## src/rtl/vtg_pkg.sv

```systemverilog
// vtg_pkg: shared types and constants for the video timing generator.
//   - mode_e   : test-pattern selector
//   - state_e  : run/stop controller states
//   - C_*      : 24-bit {R,G,B} colour constants
//   - LUMA_*   : integer luma weights (sum 256) and the luma() helper
package vtg_pkg;

  typedef enum logic [1:0] {
    MODE_BARS  = 2'd0,
    MODE_GRAD  = 2'd1,
    MODE_CHECK = 2'd2,
    MODE_SOLID = 2'd3
  } mode_e;

  typedef enum logic [1:0] {
    ST_IDLE = 2'd0,
    ST_RUN  = 2'd1,
    ST_STOP = 2'd2
  } state_e;

  localparam logic [23:0] C_WHITE = 24'hFFFFFF;
  localparam logic [23:0] C_RED   = 24'hFF0000;
  localparam logic [23:0] C_GREEN = 24'h00FF00;
  localparam logic [23:0] C_BLUE  = 24'h0000FF;
  localparam logic [23:0] C_BLACK = 24'h000000;

  localparam logic [7:0] LUMA_R = 8'd77;
  localparam logic [7:0] LUMA_G = 8'd151;
  localparam logic [7:0] LUMA_B = 8'd28;

  // Weights sum to 256, so the worst case 256*255 still fits in 16 bits.
  function automatic logic [7:0] luma(input logic [23:0] rgb);
    logic [15:0] acc;
    acc = 16'(LUMA_R) * 16'(rgb[23:16])
        + 16'(LUMA_G) * 16'(rgb[15:8])
        + 16'(LUMA_B) * 16'(rgb[7:0]);
    return acc[15:8];
  endfunction

endpackage

```

## src/rtl/vtg_pattern_gen.sv

```systemverilog
// vtg_pattern_gen: combinational test-pattern source.
// Ports:
//   h_cnt_i / v_cnt_i : raster counters (CNT_W must be >= 8)
//   mode_i            : pattern selector (frame-stable shadow copy)
//   solid_i           : {R,G,B} colour for the solid pattern
//   rgb_o             : {R,G,B} pattern colour (not masked by DE)
// Build option: define VTG_GRAY_EN to output the luma of the pattern on
// all three channels instead of the colour.
module vtg_pattern_gen
  import vtg_pkg::*;
#(
  parameter int H_VISIBLE = 1920,
  parameter int CNT_W     = 12
) (
  input  logic [CNT_W-1:0] h_cnt_i,
  input  logic [CNT_W-1:0] v_cnt_i,
  input  mode_e            mode_i,
  input  logic [23:0]      solid_i,
  output logic [23:0]      rgb_o
);

  // Right-hand edge of each of the first four colour bars.
  localparam logic [CNT_W-1:0] BAR1 = CNT_W'((1 * H_VISIBLE) / 5);
  localparam logic [CNT_W-1:0] BAR2 = CNT_W'((2 * H_VISIBLE) / 5);
  localparam logic [CNT_W-1:0] BAR3 = CNT_W'((3 * H_VISIBLE) / 5);
  localparam logic [CNT_W-1:0] BAR4 = CNT_W'((4 * H_VISIBLE) / 5);

  logic [23:0] pat;

  always_comb begin
    pat = C_BLACK;
    case (mode_i)
      MODE_BARS: begin
        if (h_cnt_i < BAR1)      pat = C_WHITE;
        else if (h_cnt_i < BAR2) pat = C_RED;
        else if (h_cnt_i < BAR3) pat = C_GREEN;
        else if (h_cnt_i < BAR4) pat = C_BLUE;
        else                     pat = C_BLACK;
      end
      MODE_GRAD:  pat = {h_cnt_i[7:0] + v_cnt_i[7:0], h_cnt_i[7:0], v_cnt_i[7:0]};
      MODE_CHECK: pat = (h_cnt_i[6] ^ v_cnt_i[6]) ? C_WHITE : C_BLACK;
      MODE_SOLID: pat = solid_i;
      default:    pat = C_BLACK;
    endcase
  end

`ifdef VTG_GRAY_EN
  assign rgb_o = {3{luma(pat)}};
`else
  assign rgb_o = pat;
`endif

endmodule

```

## src/rtl/video_timing_gen.sv

```systemverilog
// video_timing_gen: raster timing generator with built-in test patterns.
// Ports:
//   clk, rst        : pixel clock, synchronous active-high reset
//   en              : run request; start/stop happen on frame boundaries
//   mode, solid_rgb : pattern select and solid colour (latched per frame)
//   r_o/g_o/b_o     : pixel colour, zero outside active video
//   de/hsync/vsync  : active video and syncs (sync levels set by *_POL)
//   x_o/y_o         : current counter position
//   sof/eol         : start-of-frame / end-of-active-line strobes
//   busy            : generator is not idle
// All outputs are registered with one cycle of latency and mutually aligned.
// Build option VTG_GRAY_EN (see vtg_pattern_gen) selects luma output.
module video_timing_gen
  import vtg_pkg::*;
#(
  parameter int   H_VISIBLE = 1920,
  parameter int   H_FRONT   = 88,
  parameter int   H_SYNC    = 44,
  parameter int   H_BACK    = 148,
  parameter int   V_VISIBLE = 1080,
  parameter int   V_FRONT   = 3,
  parameter int   V_SYNC    = 5,
  parameter int   V_BACK    = 37,
  parameter logic HS_POL    = 1'b1,
  parameter logic VS_POL    = 1'b1,
  parameter int   CNT_W     = 12
) (
  input  logic             clk,
  input  logic             rst,
  input  logic             en,
  input  logic [1:0]       mode,
  input  logic [23:0]      solid_rgb,
  output logic [7:0]       r_o,
  output logic [7:0]       g_o,
  output logic [7:0]       b_o,
  output logic             de,
  output logic             hsync,
  output logic             vsync,
  output logic [CNT_W-1:0] x_o,
  output logic [CNT_W-1:0] y_o,
  output logic             sof,
  output logic             eol,
  output logic             busy
);

  localparam int H_TOTAL = H_VISIBLE + H_FRONT + H_SYNC + H_BACK;
  localparam int V_TOTAL = V_VISIBLE + V_FRONT + V_SYNC + V_BACK;

  localparam logic [CNT_W-1:0] H_LAST  = CNT_W'(H_TOTAL - 1);
  localparam logic [CNT_W-1:0] V_LAST  = CNT_W'(V_TOTAL - 1);
  localparam logic [CNT_W-1:0] H_VIS   = CNT_W'(H_VISIBLE);
  localparam logic [CNT_W-1:0] V_VIS   = CNT_W'(V_VISIBLE);
  localparam logic [CNT_W-1:0] HS_BEG  = CNT_W'(H_VISIBLE + H_FRONT);
  localparam logic [CNT_W-1:0] HS_END  = CNT_W'(H_VISIBLE + H_FRONT + H_SYNC);
  localparam logic [CNT_W-1:0] VS_BEG  = CNT_W'(V_VISIBLE + V_FRONT);
  localparam logic [CNT_W-1:0] VS_END  = CNT_W'(V_VISIBLE + V_FRONT + V_SYNC);

  state_e           state_q, state_d;
  logic [CNT_W-1:0] h_q, h_d, v_q, v_d;
  mode_e            mode_q, mode_d;
  logic [23:0]      solid_q, solid_d;

  logic             line_end, frame_end, active;
  logic [23:0]      pat_rgb;

  assign line_end  = (h_q == H_LAST);
  assign frame_end = line_end && (v_q == V_LAST);
  assign active    = (state_q != ST_IDLE);

  // Controller and counters. STOP keeps scanning so the frame in flight
  // always completes; a returning en cancels the stop without any gap.
  always_comb begin
    state_d = state_q;
    h_d     = h_q;
    v_d     = v_q;
    if (active) begin
      if (line_end) begin
        h_d = '0;
        v_d = frame_end ? '0 : v_q + 1'b1;
      end else begin
        h_d = h_q + 1'b1;
      end
    end else begin
      h_d = '0;
      v_d = '0;
    end
    case (state_q)
      ST_IDLE: if (en) state_d = ST_RUN;
      ST_RUN:  if (!en) state_d = ST_STOP;
      ST_STOP: begin
        if (en)             state_d = ST_RUN;
        else if (frame_end) state_d = ST_IDLE;
      end
      default: state_d = ST_IDLE;
    endcase
  end

  // Pattern settings are sampled only while idle or at the frame wrap so a
  // frame never mixes two patterns.
  always_comb begin
    mode_d  = mode_q;
    solid_d = solid_q;
    if (!active || frame_end) begin
      mode_d  = mode_e'(mode);
      solid_d = solid_rgb;
    end
  end

  vtg_pattern_gen #(
    .H_VISIBLE (H_VISIBLE),
    .CNT_W     (CNT_W)
  ) u_pattern (
    .h_cnt_i (h_q),
    .v_cnt_i (v_q),
    .mode_i  (mode_q),
    .solid_i (solid_q),
    .rgb_o   (pat_rgb)
  );

  // Output decode from the current counter/FSM state, registered below.
  logic             de_d, hs_act, vs_act, sof_d, eol_d;
  logic [23:0]      rgb_d;

  always_comb begin
    de_d   = active && (h_q < H_VIS) && (v_q < V_VIS);
    hs_act = active && (h_q >= HS_BEG) && (h_q < HS_END);
    vs_act = active && (v_q >= VS_BEG) && (v_q < VS_END);
    sof_d  = active && (h_q == '0) && (v_q == '0);
    eol_d  = active && (h_q == H_VIS - 1'b1) && (v_q < V_VIS);
    rgb_d  = de_d ? pat_rgb : 24'h000000;
  end

  always_ff @(posedge clk) begin
    if (rst) begin
      state_q <= ST_IDLE;
      h_q     <= '0;
      v_q     <= '0;
      mode_q  <= MODE_BARS;
      solid_q <= '0;
      r_o     <= '0;
      g_o     <= '0;
      b_o     <= '0;
      de      <= 1'b0;
      hsync   <= ~HS_POL;
      vsync   <= ~VS_POL;
      x_o     <= '0;
      y_o     <= '0;
      sof     <= 1'b0;
      eol     <= 1'b0;
      busy    <= 1'b0;
    end else begin
      state_q <= state_d;
      h_q     <= h_d;
      v_q     <= v_d;
      mode_q  <= mode_d;
      solid_q <= solid_d;
      r_o     <= rgb_d[23:16];
      g_o     <= rgb_d[15:8];
      b_o     <= rgb_d[7:0];
      de      <= de_d;
      hsync   <= hs_act ? HS_POL : ~HS_POL;
      vsync   <= vs_act ? VS_POL : ~VS_POL;
      x_o     <= h_q;
      y_o     <= v_q;
      sof     <= sof_d;
      eol     <= eol_d;
      busy    <= active;
    end
  end

endmodule
```

## config.mk

```make
export PLATFORM = sky130hd
export DESIGN_NAME = video_timing_gen
export DESIGN_NICKNAME = d
export VERILOG_FILES = /design/src/rtl/vtg_pkg.sv /design/src/rtl/vtg_pattern_gen.sv /design/src/rtl/video_timing_gen.sv
export SDC_FILE = /design/constraint.sdc
export NUM_CORES = 1
export LEC_CHECK = 0
export CAP_MARGIN = 10
export CORE_AREA = 3 3 88 124
export DETAILED_ROUTE_END_ITERATION = 10
export DIE_AREA = 0 0 91 127
export PLACE_DENSITY = 0.72
export SYNTH_ARGS = -nofsm -noshare
export SYNTH_HDL_FRONTEND = slang
export SYNTH_SLANG_ARGS = --single-unit
```

## constraint.sdc

```tcl
create_clock -name clk -period 2.5 [get_ports clk]
set_clock_uncertainty 0.1 [all_clocks]
set_input_delay 0.625 -clock clk [delete_from_list [all_inputs] [get_ports clk]]
set_output_delay 0.625 -clock clk [all_outputs]
set_load 0.01 [all_outputs]
```

After elaboration in Yosys (flattened, before gate mapping)
Index checks and enable logic that the tools add are counted.

$add $sub $neg: 3. Magnitude comparators: 10. Equal/unequal tests: 11. Mux-type cells: 14. Bitwise logic cells: 3. Reduce and logical (&&, ||, !) cells: 22.

Operators by type and width (number): $mux 24 (4); $pmux 24 s4 (1); $lt 12x11->1 const B (5); $add 12x1->12 const B (2); $eq 12x11->1 const B (2); $ge 12x11->1 const B (2); $logic_not 12->1 (2); $eq 12x12->1 const B (1); $lt 12x10->1 const B (1); $lt 12x12->1 const B (1); $lt 12x9->1 const B (1); $mux 12 (1); $logic_and 1x1->1 (11); $add 8x8->8 (1); $mux 2 (4); $mux 8 (1); $eq 2x2->1 const B (3); $pmux 2 s3 (1); $eq 2x1->1 const B (2); $logic_not 2->1 (2); $ne 2x2->1 const B (2); $reduce_or 2->1 (2); $ne 3x3->1 const B (1); $reduce_and 3->1 (1); 7 further kinds (9).

Register bits: 106. Output and inout port bits: 54. Logic and storage cells: 79.

Logic depth before layout (Yosys ltp)
Depth after elaboration: 6. Mapped depth: 9. Gate-level depth less buffers: 8.

Cells and area by module
From an unflattened synthesis, not the netlist that was laid out.

Cells, all modules: 495. Area total of the unflattened synthesis: 4783.3 um^2.

Modules (own cells, without submodules): video_timing_gen (times used 1, cells an instance 390, area an instance 3926.3 um^2, sequential area each 2122.0 um^2); vtg_pattern_gen (times used 1, cells an instance 105, area an instance 857.1 um^2, sequential area each 0.0 um^2).

Least setup slack after synthesis
No wires, ideal clock.

Path type: register to register. Start: reg h_q[9]. End: reg mode_q[0]. Setup time: 0.128 ns. Arrival time: 2.391 ns. Data required time: 2.272 ns. Path slack: -0.119 ns. Stages on the path, launching flop included: 10. Path through: dfxtp_1 > buf_6 > or4_4 > or4_1 > clkbuf_2 > o32a_1 > buf_6 > buf_6 > mux2i_1 > nor2_1.

Longest elaborated chain between the ends: 3.

Ends and longest elaborated chain: from (decl) (RTL line video_timing_gen.sv:59) `logic [CNT_W-1:0] h_q, h_d, v_q, v_d;`; from (signal assigned) (RTL line video_timing_gen.sv:136) `h_q <= '0;`; from (signal assigned) (RTL line video_timing_gen.sv:153) `h_q <= h_d;`; $eq 12x12->1 (RTL line video_timing_gen.sv:66) `assign line_end = (h_q == H_LAST);`; $logic_and 1x1->1 (RTL line video_timing_gen.sv:67) `assign frame_end = line_end && (v_q == V_LAST);`; $logic_or 1x1->1 (RTL line video_timing_gen.sv:103) `if (!active || frame_end) begin`; to (signal assigned) (RTL line video_timing_gen.sv:155) `mode_q <= mode_d;`; to (decl) (RTL line video_timing_gen.sv:60) `mode_e mode_q, mode_d;`.

No other way between the ends. A chain may end at the register's enable or synchronous reset.

Worst setup path after layout
Start: reg h_q[10]. End: reg solid_q[15].

Longest elaborated chain between the ends: 3.

Ends and longest elaborated chain: $eq 12x12->1 (RTL line video_timing_gen.sv:66); $logic_and 1x1->1 (RTL line video_timing_gen.sv:67); $logic_or 1x1->1 (RTL line video_timing_gen.sv:103); to (signal assigned) (RTL line video_timing_gen.sv:156) `solid_q <= solid_d;`; to (decl) (RTL line video_timing_gen.sv:61) `logic [23:0] solid_q, solid_d;`.

No other way between the ends.

==> impl_metrics.yaml <==
status:
  outcome: "finished clean"
floorplanning:
  floorplan.die_area_mm2: 0.01156
  boundaryPins: 83
  rows: 43
  initial_core_util_pct: 44.59
  fp.dieH_um: 127
  fp.coreArea_mm2: 0.009899
  die_w_um: 91
timing:
  fmaxAchievable_mhz: 420.0
  final.setup.tns_ps: 0
  finalSetupViolCount: 0
  finalHoldViolations: 0
  timing_worst_slew_pin_value_ps: 620.7
  slew_violations: 0
  grt_setup_unrepaired: "false"
  fin_hold_ws_ps: 393.5
  final.min_clock_period_ps: 2381
  slew_headroom_pct: 58.56
  layout_worst_path_cycle_share_pct: 95.23
critical_path:
  critical_path.n_buffers_inverters: 1
  crit_path_max_fanout: 26
  startpoint: "h_q[10]$_SDFF_PP0_"
  crit_path_top_delay_cell: "sky130_fd_sc_hd__or4_4"
  startpoint_to_endpoint_class_of_the_critical_path: "reg -> reg"
  cpPeakStageDelay_ps: 560
  worst_setup_path_start_kind: "flip-flop"
  crit-reg2reg-launch: "h_q[10]$_SDFF_PP0_"
  timing.critical_path.to_type: "flip-flop"
  cp_data_arrival_time_ps: 2500
  crit_path_cell_trace: "or4_4 > or4_1 > o32a_2 > buf_12 > mux2i_1 > nor2_1"
  critical-path-top-delay-family: "simple AND/OR/NAND/NOR gates"
  cp.required_ps: 2620
finish:
  drive_above_1_share_pct: 10.24
  num_antenna_cells: 0
  area_added_between_synthesis_and_finish_pct: 30.64
  nets: 612
global_route:
  grt_pass1_vias: 3713
  initial_antenna_violation_count: 0
  grt_first_pass_wirelength_um: 18100
  largest_net_degree_at_the_start_of_global_routing: 53
  gr-usage-all-layers_pct: 19.56
  globalRoute.totalOverflow: 0
logic_synthesis:
  netlist_area_mm2: 0.004414
  synthesis.instances: 485
  synth_ff_type: "sky130_fd_sc_hd__dfxtp_1"
  synth_seq_area_share_pct: 48.07
  synth_fp_nets: 526
  postSynthRegisterBits: 106
  async_s_r_ff_share_synth_pct: 0
  yosys.cell_types.count: 46
  ys_warn_count: 0
  syn-mean-instance-area_um2: 9.102
  synth_edf_count: 0
run:
  max_cap_violations: 0
routing:
  detail-route-antenna-nets: 0
  wl_per_cell_um: 15.28
  finalWirelength_um: 10860
  vias_per_cell: 5.132
  routed-via-count: 3649
  detail_route.drc_violations: 0
  drt_iter0_drc: 234
  drt_first_pass_iters: 4
clocking:
  cts_hold_buffers: 0
  cts_made_buffers: 9
  cts_htree_levels: 3
  insertion_delay_ps: 340
  clock_path_buffers: 2
  cts_num_sinks: 106
  cts_tree: "done"
  cts.clk_slew.worst_paths_ps: 70
  cts_root_buffer: "sky130_fd_sc_hd__clkbuf_16"
place:
  gpl.final_weighted_congestion: 0.9232
  detailedPlacementHpwl_um: 7830
  port_buffers: 82
pwr:
  pwr_density_cell_mw_per_mm2: 618.8
  power.ir.vdd_worst_uv: 355.2
  power.static_leakage_uw: 0.002200
hold_path:
  hold_start: "solid_q[21]$_SDFFE_PP0P_"
  min-delay-path-class: "reg -> reg"
## cell usage in the layout, fill, tap and decap left out, types with 3 or more instances in the layout
cell,instances
sky130_fd_sc_hd__a211oi_1,3
sky130_fd_sc_hd__a21oi_1,28
sky130_fd_sc_hd__a31oi_1,8
sky130_fd_sc_hd__and3_1,4
sky130_fd_sc_hd__buf_4,23
sky130_fd_sc_hd__clkbuf_16,9
sky130_fd_sc_hd__clkdlybuf4s50_1,81
sky130_fd_sc_hd__dfxtp_1,106
sky130_fd_sc_hd__ha_1,10
sky130_fd_sc_hd__inv_1,12
sky130_fd_sc_hd__mux2_2,12
sky130_fd_sc_hd__mux2i_1,27
sky130_fd_sc_hd__nand2_1,50
sky130_fd_sc_hd__nand2b_1,5
sky130_fd_sc_hd__nand3_1,11
sky130_fd_sc_hd__nand4_1,7
sky130_fd_sc_hd__nor2_1,61
sky130_fd_sc_hd__nor2b_1,21
sky130_fd_sc_hd__nor3_1,8
sky130_fd_sc_hd__nor4_1,5
sky130_fd_sc_hd__o211ai_1,3
sky130_fd_sc_hd__o21ai_0,17
sky130_fd_sc_hd__or2_2,3
sky130_fd_sc_hd__or3_1,3
sky130_fd_sc_hd__or4_1,4
sky130_fd_sc_hd__xnor2_1,11
sky130_fd_sc_hd__xor2_1,10
## per-layer routing
metal  track usage [%]  part of all wire [%]  vias to the layer above
li1                  -                     -                     1816
met1             22.50                    41                     1724
met2             35.17                    53                       94
met3             3.416                   4.0                       15
met4             8.881                   2.2                        0
met5                 0                     0                        -
## worst reg2reg max path, cell delays in order, from the launching register on
cell                      delay (ps)
sky130_fd_sc_hd__dfxtp_1         320
sky130_fd_sc_hd__or4_4           560
sky130_fd_sc_hd__or4_1           470
sky130_fd_sc_hd__o32a_2          370
sky130_fd_sc_hd__buf_12          190
sky130_fd_sc_hd__mux2i_1         190
sky130_fd_sc_hd__nor2_1           50
## synth_stat cells (all sizes together), types with 2 or more instances
library cell	count	area, um^2
dfxtp	106	2122
nor2	61	229.0
nand2	51	191.4
a21oi	28	140.1
mux2i	27	270.3
clkbuf	25	95.09
nor2b	21	131.4
o21ai	17	85.08
inv	12	45.04
mux2	12	135.1
ha	11	137.6
nand3	11	55.05
xnor2	11	96.34
xor2	10	87.58
a31oi	8	50.05
nor3	8	40.04
nand4	7	43.79
buf	6	53.79
nand2b	5	31.28
nor4	5	31.28
or4	5	41.29
and3	4	25.02
a211oi	3	22.52
o211ai	3	22.52
or2	3	18.77
or3	3	18.77
a211o	2	17.52
nand3b	2	15.01
nor4b	2	17.52
o211a	2	20.02
o21a	2	15.01
o21bai	2	15.01
## logic make-up after synthesis
| group | Yosys count | share of synthesized area, % |
|---|---|---|
| mux | 39 | 9.184 |
| simple gates | 192 | 20.86 |
| flops | 106 | 48.07 |
| xor+xnor | 21 | 4.167 |
| compound gates | 72 | 9.751 |
| fa+ha+maj | 12 | 3.571 |
| buf+inv | 43 | 4.393 |
## path summary, 6_finish.rpt
path | slack (ps) | to | cells after the start
worst max-delay path | 120 | solid_q[15]$_SDFFE_PP0P_ | 6
worst min-delay path | 390 | solid_q[21]$_SDFFE_PP0P_ | 2
worst max register to register | 120 | solid_q[15]$_SDFFE_PP0P_ | 6
worst min register to register | 390 | solid_q[21]$_SDFFE_PP0P_ | 2
## registers in the layout, summed over array words and instances (netlist names)
| name | flops |
|---|---|
| solid_q | 24 |
| g_o | 8 |
| b_o | 8 |
| mode_q | 2 |
| h_q | 12 |
| vsync | 1 |
| de | 1 |
| x_o | 12 |
| v_q | 12 |
| hsync | 1 |
| y_o | 12 |
| busy | 1 |
| sof | 1 |
| r_o | 8 |
| eol | 1 |
| state_q | 2 |
## cell type report
type | count | area [um^2]
fill | 886 | 4133
clock inverter | 6 | 88.84
tap | 135 | 168.9
inverter | 12 | 45.04
sequential | 106 | 2122
timing repair buffer | 106 | 1008
clock buffer | 10 | 229.0
multi-input combinational | 336 | 2105
## repair_timing
action                     CTS  global route
setup endpoints to repair    0            11
resized for setup            0             2
setup buffers                0             0
## per-stage QoR
step	setup slack [ps]	std cells	area [um^2]	utilization (%)	total power [uW]
after CTS	64.53	711	5762	58.20	3603
after global routing	2.889	711	5767	58.25	3689
final	119.2	711	5767	58.25	3569
after global placement	126.3	695	5444	54.99	2107
after floorplan	40.25	485	4428	-	1971
after detailed placement	82.33	695	5444	54.99	2115
## where the power goes
group          switching, uW  leakage [uW]  internal [uW]
Sequential              31.6      0.000864           1740
Combinational            145       0.00119            155
Clock                    613      0.000149            879
Total                    790       0.00220           2780
No activity file was read; power rests on OpenSTA's default activity.
